**src/rtl/instr_encoder_pkg.sv**
```systemverilog
// Shared constants for the instruction encoder: request op classes, MIPS opcodes
// and funct codes (also consumed by the control decoder), and encoder FSM states.
package instr_encoder_pkg;

    localparam logic [3:0] CLS_ADD  = 4'd0;
    localparam logic [3:0] CLS_ADDI = 4'd1;
    localparam logic [3:0] CLS_LW   = 4'd2;
    localparam logic [3:0] CLS_SW   = 4'd3;
    localparam logic [3:0] CLS_BEQ  = 4'd4;
    localparam logic [3:0] CLS_BNE  = 4'd5;
    localparam logic [3:0] CLS_J    = 4'd6;
    localparam logic [3:0] CLS_LUI  = 4'd7;
    localparam logic [3:0] CLS_ORI  = 4'd8;
    localparam logic [3:0] CLS_LI   = 4'd9;

    localparam logic [5:0] OPC_RTYPE = 6'b000000;
    localparam logic [5:0] OPC_ADDI  = 6'b001000;
    localparam logic [5:0] OPC_LW    = 6'b100011;
    localparam logic [5:0] OPC_SW    = 6'b101011;
    localparam logic [5:0] OPC_BEQ   = 6'b000100;
    localparam logic [5:0] OPC_BNE   = 6'b000101;
    localparam logic [5:0] OPC_J     = 6'b000010;
    localparam logic [5:0] OPC_LUI   = 6'b001111;
    localparam logic [5:0] OPC_ORI   = 6'b001101;

    localparam logic [5:0] FUNCT_ADD = 6'b100000;

    typedef enum logic {
        ST_IDLE   = 1'b0,
        ST_SECOND = 1'b1
    } state_e;

    function automatic logic op_is_legal(input logic [3:0] op);
        return op <= CLS_LI;
    endfunction

    // LI needs LUI+ORI only when both halves of the immediate are non-zero.
    function automatic logic li_needs_two(input logic [31:0] imm);
        return (imm[31:16] != 16'd0) && (imm[15:0] != 16'd0);
    endfunction

endpackage

```
**src/rtl/instr_format.sv**
```systemverilog
// Combinational field packing: op class plus register/immediate fields -> one
// 32-bit MIPS word. li_second selects the trailing ORI half of a two-word LI.
module instr_format
    import instr_encoder_pkg::*;
(
    input  logic [3:0]  op,
    input  logic [4:0]  rs,
    input  logic [4:0]  rt,
    input  logic [4:0]  rd,
    input  logic [31:0] imm,
    input  logic        li_second,
    output logic [31:0] word
);

    always_comb begin
        word = 32'd0;
        case (op)
            CLS_ADD:  word = {OPC_RTYPE, rs, rt, rd, 5'd0, FUNCT_ADD};
            CLS_ADDI: word = {OPC_ADDI, rs, rt, imm[15:0]};
            CLS_LW:   word = {OPC_LW,   rs, rt, imm[15:0]};
            CLS_SW:   word = {OPC_SW,   rs, rt, imm[15:0]};
            CLS_BEQ:  word = {OPC_BEQ,  rs, rt, imm[15:0]};
            CLS_BNE:  word = {OPC_BNE,  rs, rt, imm[15:0]};
            CLS_ORI:  word = {OPC_ORI,  rs, rt, imm[15:0]};
            CLS_LUI:  word = {OPC_LUI,  5'd0, rt, imm[15:0]};
            CLS_J:    word = {OPC_J,    imm[25:0]};
            CLS_LI: begin
                // Single-word forms pick whichever half carries the value.
                if (li_second)
                    word = {OPC_ORI, rt, rt, imm[15:0]};
                else if (imm[31:16] == 16'd0)
                    word = {OPC_ORI, 5'd0, rt, imm[15:0]};
                else
                    word = {OPC_LUI, 5'd0, rt, imm[31:16]};
            end
            default:  word = 32'd0;
        endcase
    end

endmodule

```
**src/rtl/instr_encoder.sv**
```systemverilog
// Instruction encoder: accepts op requests, emits encoded words with their byte
// address through a one-deep output register, expanding LI into one or two words.
module instr_encoder
    import instr_encoder_pkg::*;
(
    input  logic        clk,
    input  logic        reset,
    input  logic        in_valid,
    output logic        in_ready,
    input  logic [3:0]  in_op,
    input  logic [4:0]  in_rs,
    input  logic [4:0]  in_rt,
    input  logic [4:0]  in_rd,
    input  logic [31:0] in_imm,
    output logic        out_valid,
    input  logic        out_ready,
    output logic [31:0] out_word,
    output logic [31:0] out_addr,
    input  logic        addr_load,
    input  logic [31:0] addr_value,
    output logic        err
);

    state_e      state;
    state_e      state_next;
    logic        accept;
    logic        fire;
    logic        load;
    logic        legal;
    logic        two_word;
    logic [31:0] counter;
    logic [31:0] counter_next;

    logic [3:0]  fmt_op;
    logic [4:0]  fmt_rs;
    logic [4:0]  fmt_rt;
    logic [4:0]  fmt_rd;
    logic [31:0] fmt_imm;
    logic        fmt_second;
    logic [31:0] fmt_word;

    logic [4:0]  li_rt;
    logic [15:0] li_lo;

    assign fire     = out_valid && out_ready;
    assign legal    = op_is_legal(in_op);
    assign two_word = (in_op == CLS_LI) && li_needs_two(in_imm);

    always_ff @(posedge clk) begin
        if (reset)
            state <= ST_IDLE;
        else
            state <= state_next;
    end

    always_comb begin
        state_next = state;
        case (state)
            ST_IDLE:   if (accept && two_word) state_next = ST_SECOND;
            ST_SECOND: if (fire) state_next = ST_IDLE;
            default:   state_next = ST_IDLE;
        endcase
    end

    // In SECOND the output register reloads with the ORI half as the LUI leaves.
    always_comb begin
        in_ready = (state == ST_IDLE) && (!out_valid || out_ready);
        accept   = in_valid && in_ready;
        load     = (state == ST_IDLE) ? (accept && legal) : fire;
    end

    always_comb begin
        fmt_second = (state == ST_SECOND);
        if (fmt_second) begin
            fmt_op  = CLS_LI;
            fmt_rs  = li_rt;
            fmt_rt  = li_rt;
            fmt_rd  = 5'd0;
            fmt_imm = {16'd0, li_lo};
        end else begin
            fmt_op  = in_op;
            fmt_rs  = in_rs;
            fmt_rt  = in_rt;
            fmt_rd  = in_rd;
            fmt_imm = in_imm;
        end
    end

    instr_format u_format (
        .op        (fmt_op),
        .rs        (fmt_rs),
        .rt        (fmt_rt),
        .rd        (fmt_rd),
        .imm       (fmt_imm),
        .li_second (fmt_second),
        .word      (fmt_word)
    );

    // counter holds the address the next loaded word will carry.
    always_comb begin
        if (addr_load)
            counter_next = {addr_value[31:2], 2'b00};
        else if (fire)
            counter_next = counter + 32'd4;
        else
            counter_next = counter;
    end

    always_ff @(posedge clk) begin
        if (reset) begin
            out_valid <= 1'b0;
            out_word  <= 32'd0;
            out_addr  <= 32'd0;
            counter   <= 32'd0;
            err       <= 1'b0;
        end else begin
            counter <= counter_next;
            err     <= accept && !legal;
            if (load) begin
                out_valid <= 1'b1;
                out_word  <= fmt_word;
                out_addr  <= counter_next;
            end else if (fire) begin
                out_valid <= 1'b0;
            end
        end
    end

    // LI second-half operands; only meaningful while in SECOND.
    always_ff @(posedge clk) begin
        if (accept && two_word) begin
            li_rt <= in_rt;
            li_lo <= in_imm[15:0];
        end
    end

endmodule
```
**config.mk**
```make
export PLATFORM = sky130hd
export DESIGN_NAME = instr_encoder
export DESIGN_NICKNAME = d
export VERILOG_FILES = /design/src/rtl/instr_encoder_pkg.sv /design/src/rtl/instr_format.sv /design/src/rtl/instr_encoder.sv
export SDC_FILE = /design/constraint.sdc
export NUM_CORES = 1
export LEC_CHECK = 0
export CAP_MARGIN = 5
export CORE_MARGIN = 8
export CORE_UTILIZATION = 52
export CTS_CLUSTER_DIAMETER = 80
export DETAILED_ROUTE_END_ITERATION = 10
export PLACE_DENSITY = 0.85
export SLEW_MARGIN = 40
export SYNTH_ARGS = -nofsm -noshare
export SYNTH_HDL_FRONTEND = slang
export SYNTH_SLANG_ARGS = --single-unit
```
**constraint.sdc**
```tcl
create_clock -name clk -period 3.08 [get_ports clk]
set_input_delay 0.616 -clock clk [delete_from_list [all_inputs] [get_ports clk]]
set_output_delay 0.616 -clock clk [all_outputs]
set_load 0.01 [all_outputs]
```
==> results.cfg <==
[pwr]
powerDensity_nw_per_um2 = 567.4
leakage_nw = 2.903
ir_drop_uv = 346.9

[critical_path]
cp_num_buf_inv = 2
start_kind = primary input
critPathTopFamily = buffers and inverters
reg2reg_from = counter[18]$_SDFF_PP0_
crit_path_end = in_ready
worst_path_largest_cell_delay_ns = 0.61
cp_num_cells = 4
worstSetupStartpoint = out_ready
required_ns = 2.46
crit_slowest_cell = clkdlybuf4s50_1
crit_type = primary input to output pin
crit_arrival_ns = 2.10
end_kind = output pin
rr_endpoint = out_addr[31]$_SDFFE_PP0P_
path_max_fanout = 7
cp_cell_sequence = clkdlybuf4s50_1 > nor2b_1 > nor2_1 > clkdlybuf4s50_1
rrSetupSlack_ns = 0.65
crit_top_cell = clkdlybuf4s50_1
ff2ff_path_depth = 5

[layout]
layout_commonest_cell = clkdlybuf4s50_1
stdcell_area_um2 = 8060
drive_above_1_share_pct = 12.47
fin_cells = 926
most-common-layout-cells = 150 x clkdlybuf4s50_1, 98 x dfxtp_1, 61 x nand2_1
areaGrowthSynthToFinish_pct = 40.62
diodes = 0
final_nets = 862

[sta]
clock_skew_ns = 0.007694
holdWs_ns = 0.4568
hold_viol_final = 0
fmax_mhz = 368.7
layout_min_cycle_time_ns = 2.712
relSlewSlack_pct = 42.25
final_max_slew_viol_count = 0
worstMarginPinSlew_ns = 0.8663
final.period_utilization_pct = 88.06
final.setup.tns_ns = 0
rsz0062_at_grt = no
finalSetupViolations = 0

[logic_synthesis]
synth_ff_type = dfxtp_1
synth_cells = 623
ys.warnings.count = 0
ys_seq_area_share_pct = 45.23
synth_edf_count = 21
synthArstFlopShare_pct = 0
yosysUniqueCellTypes = 66
ys_seq_elements = 119
synth_area_um2 = 5732
syn-num-nets = 712
postSynthAreaPerCell_um2 = 9.200

[detailed_routing]
drcViolationCount = 0
wl_per_cell_um = 20.56
met2_length_mm = 9.325
vias = 5790
wl_met1_mm = 7.364
ant_nets = 0
via_per_inst = 6.253
routed_wl_mm = 19.04
route.met3.wl_mm = 1.816
highest_layer = met4
firstDrtPassIters = 5
initialDrtViolationCount = 655

[clock_tree]
clk_path_buf_depth = 2
h-tree-depth = 4
cts_made_buffers = 17
cts_tree = done
cts.sinks = 119
cts_resized = 0
cts.hold.buffers_added = 0
clk_pin_slew_ns = 0.06
post_cts_buffers = 0
clock_latency_ns = 0.53
root_buffer = clkbuf_8

[place]
gp_congestion = 0.9077
dp_hpwl_mm = 13.10
dp.cells = 894
postPlaceCellArea_um2 = 7412
port_buffers = 151

[die]
start_util_pct = 53.11
fp.dieW_um = 121.0
die_area_um2 = 14640
core_area_um2 = 10790
rows = 38
fp.dieH_um = 121.0
ios = 155

[global_routing]
grt_pass1_vias = 5803
grt_pass1_wl_mm = 29.99
grt_usage_pct = 25.65
grt_overflow = 0
antenna_found_initial = 0
grt_max_degree = 76

[worst_hold_path]
holdPathStages = 2
hp-class = register to register

[flow_run]
maxCapViolations = 0

[status]
status = finished, final reports clean
layer usage:
metal / vias up / GRT usage, %
met5: - / 0
met4: 0 / 11.71
met3: 54 / 8.702
met2: 334 / 42.04
met1: 2775 / 29.71
li1: 2627 / -
synthesized netlist by cell type, drive strengths merged (2+ instances only):
cell type  instances  area (µm²)
a31oi              6       37.54
nor3b              4       30.03
nor2              57       216.5
o21ai             23       115.1
o31a              10       88.84
a221oi            15       131.4
xnor2              7       61.31
mux2              17       191.4
o21a               8       60.06
and3b              2       17.52
nand2b             8       50.05
xor2               7       61.31
edfxtp            21       630.6
o31ai              6       45.04
clkbuf            38       182.7
a21oi             24       120.1
a311oi             4       35.03
o41ai              6       75.08
nand2             61       229.0
buf               10       58.80
or2                2       12.51
o211a              2       20.02
and2               6       37.54
nor2b              5       31.28
o22ai             11       68.82
a222oi             4       40.04
a21o               2       15.01
and4               6       55.05
a221o              3       30.03
nor4              22       188.9
or3                2       12.51
nand3             32       165.2
nand4             11       98.84
dfxtp             98        1962
and3               8       52.55
a22oi              4       30.03
nor3              31       165.2
mux2i              8       80.08
inv                7       26.28
a211oi            12       95.09
or4                5       41.29
per-stage QoR:
step                power [mW]  worst slack [ns]  util [%]
detailed placement       2.393            0.2344     68.68
floorplan                2.049            0.9344         -
finish                   4.573            0.3676     74.68
global route             4.701            0.3215     74.68
CTS                      4.568            0.3899     74.68
global placement         2.377            0.2704     68.68
worst min-delay path by stage:
stage,from,end,slack (ns)
after floorplan,counter[0]$_SDFF_PP0_,out_addr[0]$_SDFFE_PP0P_,0.46
after global placement,out_addr[1]$_SDFFE_PP0P_,out_addr[1]$_SDFFE_PP0P_,0.44
after detailed placement,out_addr[3]$_SDFFE_PP0P_,out_addr[3]$_SDFFE_PP0P_,0.45
after CTS,out_addr[1]$_SDFFE_PP0P_,out_addr[1]$_SDFFE_PP0P_,0.46
after global routing,out_addr[3]$_SDFFE_PP0P_,out_addr[3]$_SDFFE_PP0P_,0.49
final,out_addr[1]$_SDFFE_PP0P_,out_addr[1]$_SDFFE_PP0P_,0.46
registers in the layout, summed over array words and instances (netlist names):
name        flops
out_valid       1
fmt_second      1
counter        32
li_rt           5
out_addr       32
out_word       31
li_lo          16
err             1
cell families after synthesis:
kind of cell / count (synthesis) / synth area share (%)
buffers and inverters: 55 / 4.671
multiplexers: 25 / 4.737
XOR/XNOR: 14 / 2.139
adder cells (fa/ha/maj): 1 / 0.2183
AO/OA/AOI/OAI: 144 / 18.16
flip-flops: 119 / 45.23
AND/OR/NAND/NOR: 264 / 24.78
other: 1 / 0.06543
area by class of cell:
class                   count  area (µm²)
flip-flops and latches    119        2592
repair buffers            179        1742
clock inverters            14       230.2
clock buffers              18       417.9
fillers                   738        2733
multi-input cells         449        2877
inverters                   7       26.28
well taps                 140       175.2
power breakdown:
part           internal, mW  leakage (nW)  switching [mW]
clock network          1.47         0.310           0.723
registers              1.67         0.995          0.0686
logic                 0.328          1.60           0.315
worst reg2reg max path: stages, from the launching register on:
cell and delay [ns]:
dfxtp_1 0.42, nand3_1 0.21, nor4_1 0.72, nand4_1 0.29
or4_1 0.50, a31oi_1 0.21
Power figures use the tool's default switching activity.
